$ cat config.mk
export PLATFORM = sky130hd
export DESIGN_NAME = alu_seg_display
export DESIGN_NICKNAME = d
export VERILOG_FILES = /design/src/rtl/alu_seg_display.sv
export SDC_FILE = /design/constraint.sdc
export NUM_CORES = 1
export LEC_CHECK = 0
export CAP_MARGIN = 20
export CORE_UTILIZATION = 45
export CTS_CLUSTER_DIAMETER = 150
export DETAILED_ROUTE_END_ITERATION = 12
export DONT_BUFFER_PORTS = 1
export SETUP_SLACK_MARGIN = 0.2
export SKIP_CTS_REPAIR_TIMING = 1
export SLEW_MARGIN = 5
export SYNTH_ARGS = -nofsm -noshare
export SYNTH_HDL_FRONTEND = slang
export SYNTH_SLANG_ARGS = --single-unit
$ cat constraint.sdc
create_clock -name clk -period 2.71 [get_ports clk]
set_input_delay 0.542 -clock clk [delete_from_list [all_inputs] [get_ports clk]]
set_output_delay 0.542 -clock clk [all_outputs]
set_load 0.02 [all_outputs]
$ cat src/rtl/alu_seg_display.sv
// alu_seg_display: captures a 4-bit ALU result with its flags and op code and shows it on a
// 4-digit time-multiplexed 7-segment display.
//   digit0 = result (magnitude for signed ops), dp lit on carry-out
//   digit1 = '-' for a negative signed result, else blank
//   digit2 = blank
//   digit3 = op code in hex
// Signed overflow blinks the whole display with a period of 2*BLINK_FRAMES scan frames.
// Ports:
//   clk        system clock, rising edge
//   rst        asynchronous active-high reset
//   res_valid  1-cycle strobe qualifying res/func/overflow/cout
//   res        ALU result
//   func       ALU op code
//   overflow   ALU signed overflow
//   cout       ALU carry-out
//   an         digit enables, active-low
//   seg        segments, active-low, {dp,g,f,e,d,c,b,a}
module alu_seg_display #(
  parameter int unsigned SCAN_DIV     = 50000,
  parameter int unsigned BLINK_FRAMES = 64
) (
  input  logic       clk,
  input  logic       rst,
  input  logic       res_valid,
  input  logic [3:0] res,
  input  logic [2:0] func,
  input  logic       overflow,
  input  logic       cout,
  output logic [3:0] an,
  output logic [7:0] seg
);

  localparam int unsigned PW = (SCAN_DIV > 1) ? $clog2(SCAN_DIV) : 1;
  localparam int unsigned FW = $clog2(BLINK_FRAMES + 1);

  localparam logic [6:0] SegMinus = 7'b0111111;
  localparam logic [6:0] SegBlank = 7'h7F;

  logic [3:0]    res_q;
  logic [2:0]    func_q;
  logic          ovf_q;
  logic          cout_q;
  logic [PW-1:0] presc_q;
  logic [1:0]    idx_q;
  logic [FW-1:0] frame_q;
  logic          phase_q;  // 1 = ON half of the blink period
  logic [3:0]    an_q;
  logic [7:0]    seg_q;

  logic          tc;
  logic          wrap;
  logic          frame_hit;
  logic [FW-1:0] frame_inc;
  logic          phase_scan;
  logic [1:0]    idx_next;
  logic [3:0]    mag;
  logic [3:0]    dig0_val;
  logic          is_signed;
  logic [3:0]    an_next;
  logic [7:0]    seg_next;

  function automatic logic [6:0] hex7(input logic [3:0] v);
    logic [6:0] s;
    unique case (v)
      4'h0: s = 7'h40;
      4'h1: s = 7'h79;
      4'h2: s = 7'h24;
      4'h3: s = 7'h30;
      4'h4: s = 7'h19;
      4'h5: s = 7'h12;
      4'h6: s = 7'h02;
      4'h7: s = 7'h78;
      4'h8: s = 7'h00;
      4'h9: s = 7'h10;
      4'hA: s = 7'h08;
      4'hB: s = 7'h03;
      4'hC: s = 7'h46;
      4'hD: s = 7'h21;
      4'hE: s = 7'h06;
      default: s = 7'h0E;
    endcase
    return s;
  endfunction

  always_comb begin
    tc        = (presc_q == PW'(SCAN_DIV - 1));
    idx_next  = idx_q + 2'd1;
    wrap      = tc && (idx_q == 2'd3);
    frame_inc = frame_q + FW'(1);
    frame_hit = wrap && (frame_inc == FW'(BLINK_FRAMES));
    // Use the phase that takes effect at this wrap so dark periods align with frame starts.
    phase_scan = frame_hit ? ~phase_q : phase_q;

    is_signed = (func_q[2:1] == 2'b00);
    // Two's-complement negate in 4 bits; -8 maps to 4'b1000 which still reads as 8.
    mag = res_q[3] ? (~res_q + 4'd1) : res_q;

    if (is_signed) begin
      dig0_val = mag;
    end else if (func_q[2:1] == 2'b11) begin
      dig0_val = {3'b000, res_q[0]};
    end else begin
      dig0_val = res_q;
    end

    unique case (idx_next)
      2'd0:    seg_next = {~cout_q, hex7(dig0_val)};
      2'd1:    seg_next = {1'b1, (is_signed && res_q[3]) ? SegMinus : SegBlank};
      2'd2:    seg_next = 8'hFF;
      default: seg_next = {1'b1, hex7({1'b0, func_q})};
    endcase

    an_next = (ovf_q && !phase_scan) ? 4'b1111 : ~(4'b0001 << idx_next);
  end

  always_ff @(posedge clk or posedge rst) begin
    if (rst) begin
      res_q   <= '0;
      func_q  <= '0;
      ovf_q   <= 1'b0;
      cout_q  <= 1'b0;
      presc_q <= '0;
      idx_q   <= '0;
      frame_q <= '0;
      phase_q <= 1'b1;
      an_q    <= 4'b1111;
      seg_q   <= 8'hFF;
    end else begin
      presc_q <= tc ? '0 : presc_q + PW'(1);

      if (tc) begin
        idx_q <= idx_next;
        an_q  <= an_next;
        seg_q <= seg_next;
      end

      // Capture overrides the blink bookkeeping; the scan above still used the old values.
      if (res_valid) begin
        res_q   <= res;
        func_q  <= func;
        ovf_q   <= overflow;
        cout_q  <= cout;
        frame_q <= '0;
        phase_q <= 1'b1;
      end else if (wrap) begin
        frame_q <= frame_hit ? '0 : frame_inc;
        phase_q <= phase_scan;
      end
    end
  end

  assign an  = an_q;
  assign seg = seg_q;

endmodule

Word level (Yosys, flattened, before mapping)
Memory sizes are Yosys's and may differ from the RTL's.
Cells that the tools add are included.
{"block": "totals", "register_bits": 47, "latch_bits": 0, "mem_bits_rw": 0, "mem_bits_ro": 168, "out_inout_bits": 12, "memories": 2}
{"memory": "(name not given)", "words": 16, "width": 7, "read_ports": 1, "rd_ports_with_merged_regs": 0, "write_ports": 0, "line_no": "64", "rtl": "unique case (v)"}
{"memory": "(name not given)", "words": 8, "width": 7, "read_ports": 1, "rd_ports_with_merged_regs": 0, "write_ports": 0, "line_no": "64"}
{"block": "op_classes", "n_addsub": 4, "mul": 0, "n_div": 0, "magnitude_cmp": 0, "n_eq_ne": 6, "shifts": 1, "muxes": 13, "bitwise_logic": 4, "reduce_logical": 8}
{"op": "$mux W7", "count": 4}
{"op": "$pmux W8 S3", "count": 1}
{"op": "$add A16 B1 Y16 const B", "count": 1}
{"op": "$eq A16 B16 Y1 const B", "count": 1}
{"op": "$mux W16", "count": 1}
{"op": "$mux W4", "count": 4}
{"op": "$not A4 Y4", "count": 2}
{"op": "$add A7 B1 Y7 const B", "count": 1}
{"op": "$eq A7 B7 Y1 const B", "count": 1}
{"op": "$eq A2 B2 Y1 const B", "count": 3}
{"op": "$add A4 B1 Y4 const B", "count": 1}
{"op": "$logic_and A1 B1 Y1", "count": 4}
{"op": "$logic_not A2 Y1", "count": 2}
{"op": "$shl A1 B2 Y4 const A", "count": 1}
{"op": "$mux W1", "count": 3}
{"op": "$add A2 B1 Y2 const B", "count": 1}
{"op": "$eq A2 B1 Y1 const B", "count": 1}
{"op": "$not A1 Y1", "count": 2}
{"op": "$reduce_bool A2 Y1", "count": 1}
{"op": "$logic_not A1 Y1", "count": 1}

Longest topological paths before layout
{"block": "logic_depth", "depth_word": 7, "ltp_mapped": 10, "mapped_depth_nobuf": 10}

Worst setup path before layout
Ideal clock, no wire load.
{"block": "synth_path", "path_kind": "flip-flop to flip-flop", "startpoint": "register res_q[0]", "endpoint": "register seg_q[4], in the netlist seg[4]", "setup_ps": 77, "arrival_time_ps": 2548, "setup_slack_ps": 85, "stages_incl_launch_ff": 10, "n_path_buf": 0, "synth_period_minus_slack_ps": 2625, "cell_sequence": "dfrtp_1 > inv_1 > ha_1 > nor4bb_1 > a311oi_1 > inv_1 > ha_1 > a2111oi_0 > o31ai_1 > a31oi_1"}
{"block": "synth_via", "elab_chain_cells": 6, "elab_cells_between_ends": 7, "cone_classes": "1 x add/sub; 4 x mux; 1 x bitwise; 1 x memory"}
{"item": "start, declared", "line_no": "39", "rtl": "logic [3:0] res_q;"}
{"item": "start signal, assigned", "line_no": "139", "rtl": "res_q <= res;"}
{"item": "$not A4 Y4", "line_no": "96", "rtl": "mag = res_q[3] ? (~res_q + 4'd1) : res_q;"}
{"item": "$add A4 B1 Y4", "line_no": "96"}
{"item": "$mux W4", "line_no": "96"}
{"item": "$mux W4 *", "line_no": "98", "rtl": "if (is_signed) begin"}
{"item": "$mem_v2 Z16 W7 *"}
{"item": "$pmux W8 S3 *", "line_no": "106", "rtl": "unique case (idx_next)"}
{"item": "end signal, assigned", "line_no": "134", "rtl": "seg_q <= seg_next;"}
{"item": "end, declared", "line_no": "48", "rtl": "logic [7:0] seg_q;"}
Mark *: on every way between the ends. The rest lies on a longest branch, timed or not.
A chain may end at the register's enable or synchronous reset.

Worst setup path in the final report
{"block": "layout_path", "startpoint": "register res_q[0]", "endpoint": "register seg_q[0], in the netlist seg[0]"}
The elaborated chain is that of the path after synthesis.

==> qor.yml <==
run_status:
  status: "complete, no violations"
placed_design:
  place_area_um2: 3070
  gp_congestion: 0.867
  dpl.cell_count: 381
  portBuffers: 0
  hpwl_um: 4590
power:
  p_leak_nw: 1.36
  ir_worst_vdd_mv: 0.278
  powerDensity_nw_per_um2: 480
logic_synthesis:
  synth_flop_cell: "dfrtp_1"
  synth-edff-count: 0
  synth_area_um2: 2970
  ys_async_sr_fraction_pct: 100
  synth_cell_type_count: 60
  synthCells: 308
  yosys_warnings: 0
  synth_area_per_cell_um2: 9.64
  synth_seq_cells: 47
  synth_fp_nets: 342
  yosysSeqAreaShare_pct: 40.2
clock_tree:
  cts_tree: "done"
  root_buffer: "clkbuf_8"
  clkTransAtPathRegs_ns: 0.10
  numCtsBuffers: 5
  clk-insertion-delay-late_ns: 0.31
  cts_max_level: 2
  clkSinkCount: 47
  clockBufferDepth: 2
die:
  pin_count: 24
  row_count: 29
  die-area_um2: 6930
  die_w_um: 83.2
  core_um2: 6350
  initial_core_util_pct: 46.8
  die_h_um: 83.2
timing:
  tns_ns: 0
  tightestPinTransition_ns: 0.836
  slew_viol_final: 0
  fin_crit_sh_pct: 87.8
  rsz0062_at_grt: "false"
  min_period_ns: 2.38
  setup_viol: 0
  finalHoldViolCount: 0
  timing.fmax_mhz: 420
  slew_headroom_pct: 44.2
  skew_ns: 0.00692
final_layout:
  design_area_um2: 3250
  layout_commonest_cell: "dfrtp_1"
  fill_cells: 607
  area_growth_pct: 9.52
  stdcell_count: 393
  regArea_um2: 1190
  drive_gt1_share_pct: 19.6
  final_nets: 349
  diodes: 0
  multiInputGateArea_um2: 1710
  layout_common_cells: "33 x dfrtp_1, 31 x nor2_1, 29 x nand2_1"
critical_path:
  critPathTopFamily: "compound AO/OA/AOI/OAI gates"
  required_ns: 2.94
  crit_path_cell_trace: "inv_2, ha_1, nor4bb_2, a311oi_2, buf_4, ha_2, nand2_1, a211oi_2, a21oi_1, a41oi_1"
  max_stage_delay_ns: 0.44
  slowest_stage: "dfrtp_2"
  crit_buf_inv: 2
  start_kind: "register"
  worstSetupPathType: "register to register"
  cp.depth: 10
  crit_fanout: 6
  reg2reg_depth: 10
  cp-end-kind: "register"
  arrival_ns: 2.60
route:
  viasPerCell: 5.69
  wl_um: 6200
  vias: 2237
  drc: 0
  drtPass1Iterations: 4
  drt_iter0_drc: 143
  ant_nets: 0
  wl_per_cell_um: 15.8
global_route:
  antenna_found_initial: 0
  overflow: 0
  grt_max_degree: 41
  grt_pass1_wl_um: 10600
  grt_usage_pct: 19.0
  grt_pass1_vias: 2192
job:
  cap_viol_max_count: 0
worst_hold_path:
  min_path_type: "input port to async pin"
-- cells by family after synthesis --
group | after synthesis | share of synthesized area, %
compound gates | 64 | 15.2
xor+xnor | 20 | 5.90
fa+ha+maj | 22 | 9.27
buf+inv | 21 | 3.12
flops | 47 | 40.2
mux | 11 | 3.92
simple gates | 123 | 22.5
-- metal layers --
| metal | track usage (%) | vias to the layer above | share of wire (%) | routed length [µm] |
|---|---|---|---|---|
| met5 | 0 | - | 0 | 0 |
| met4 | 6.43 | 0 | 1.4 | 88 |
| met3 | 4.57 | 8 | 4.1 | 256 |
| met2 | 28.4 | 36 | 43 | 2680 |
| met1 | 27.1 | 1073 | 51 | 3180 |
| li1 | - | 1120 | - | - |
-- worst paths after layout --
kind	startpoint	endpoint	slack, ns
setup / recovery	res_q[0]$_DFFE_PP0P_	seg[0]$_DFFE_PP1N_	0.33
hold / removal	rst	frame_q[6]$_DFFE_PP0P_	0.27
setup reg to reg	res_q[0]$_DFFE_PP0P_	seg[0]$_DFFE_PP1N_	0.33
hold reg to reg	presc_q[13]$_DFF_PP0_	presc_q[13]$_DFF_PP0_	0.49
max in group asynchronous	rst	seg[0]$_DFFE_PP1N_	1.71
min in group clk	res_valid	frame_q[4]$_DFFE_PP0P_	0.29
-- where the power goes --
part | internal, mW | switching [mW]
Combinational | 0.0765 | 0.115
Clock | 0.375 | 0.260
Sequential | 0.715 | 0.0190
Total | 1.17 | 0.394
-- cells in the mapped netlist (7+ instances only) --
library cell,n,area [µm²]
dfrtp_1,34,851
nor2_1,31,116
nand2_1,29,109
ha_1,22,275
nand3_1,15,75.1
o21ai_0,15,75.1
a21oi_1,13,65.1
dfstp_2,13,342
inv_1,11,41.3
xor2_1,11,96.3
xnor2_1,9,78.8
nor3_1,8,40.0
and3_1,7,43.8
-- through the flow --
| step | hold slack [ns] | total power, mW | util, % | setup WS (ns) |
|---|---|---|---|---|
| detailed placement | 0.480 | 0.922 | 48.3 | 0.186 |
| global placement | 0.468 | 0.921 | 48.3 | 0.323 |
| CTS | 0.273 | 1.56 | 50.5 | 0.170 |
| finish | 0.274 | 1.56 | 51.2 | 0.331 |
| global route | 0.265 | 1.63 | 51.2 | 0.213 |
| floorplan | 0.448 | 0.880 | - | 0.305 |
-- state kept, by name (all words and copies together), names as in the netlist --
| register | cells |
|---|---|
| an | 4 |
| cout_q | 1 |
| frame_q | 7 |
| func_q | 3 |
| idx_q | 2 |
| ovf_q | 1 |
| phase_q | 1 |
| presc_q | 16 |
| res_q | 4 |
| seg | 8 |
-- layout make-up --
type / count / share of cell area, %
clock buffer: 5 / 2.12
clock inverter: 3 / 2.19
inverter: 11 / 1.27
multi-input combinational: 240 / 52.4
sequential: 47 / 36.7
tap: 77 / 2.96
timing repair buffer: 10 / 2.31
(Power assumes the default switching activity.)
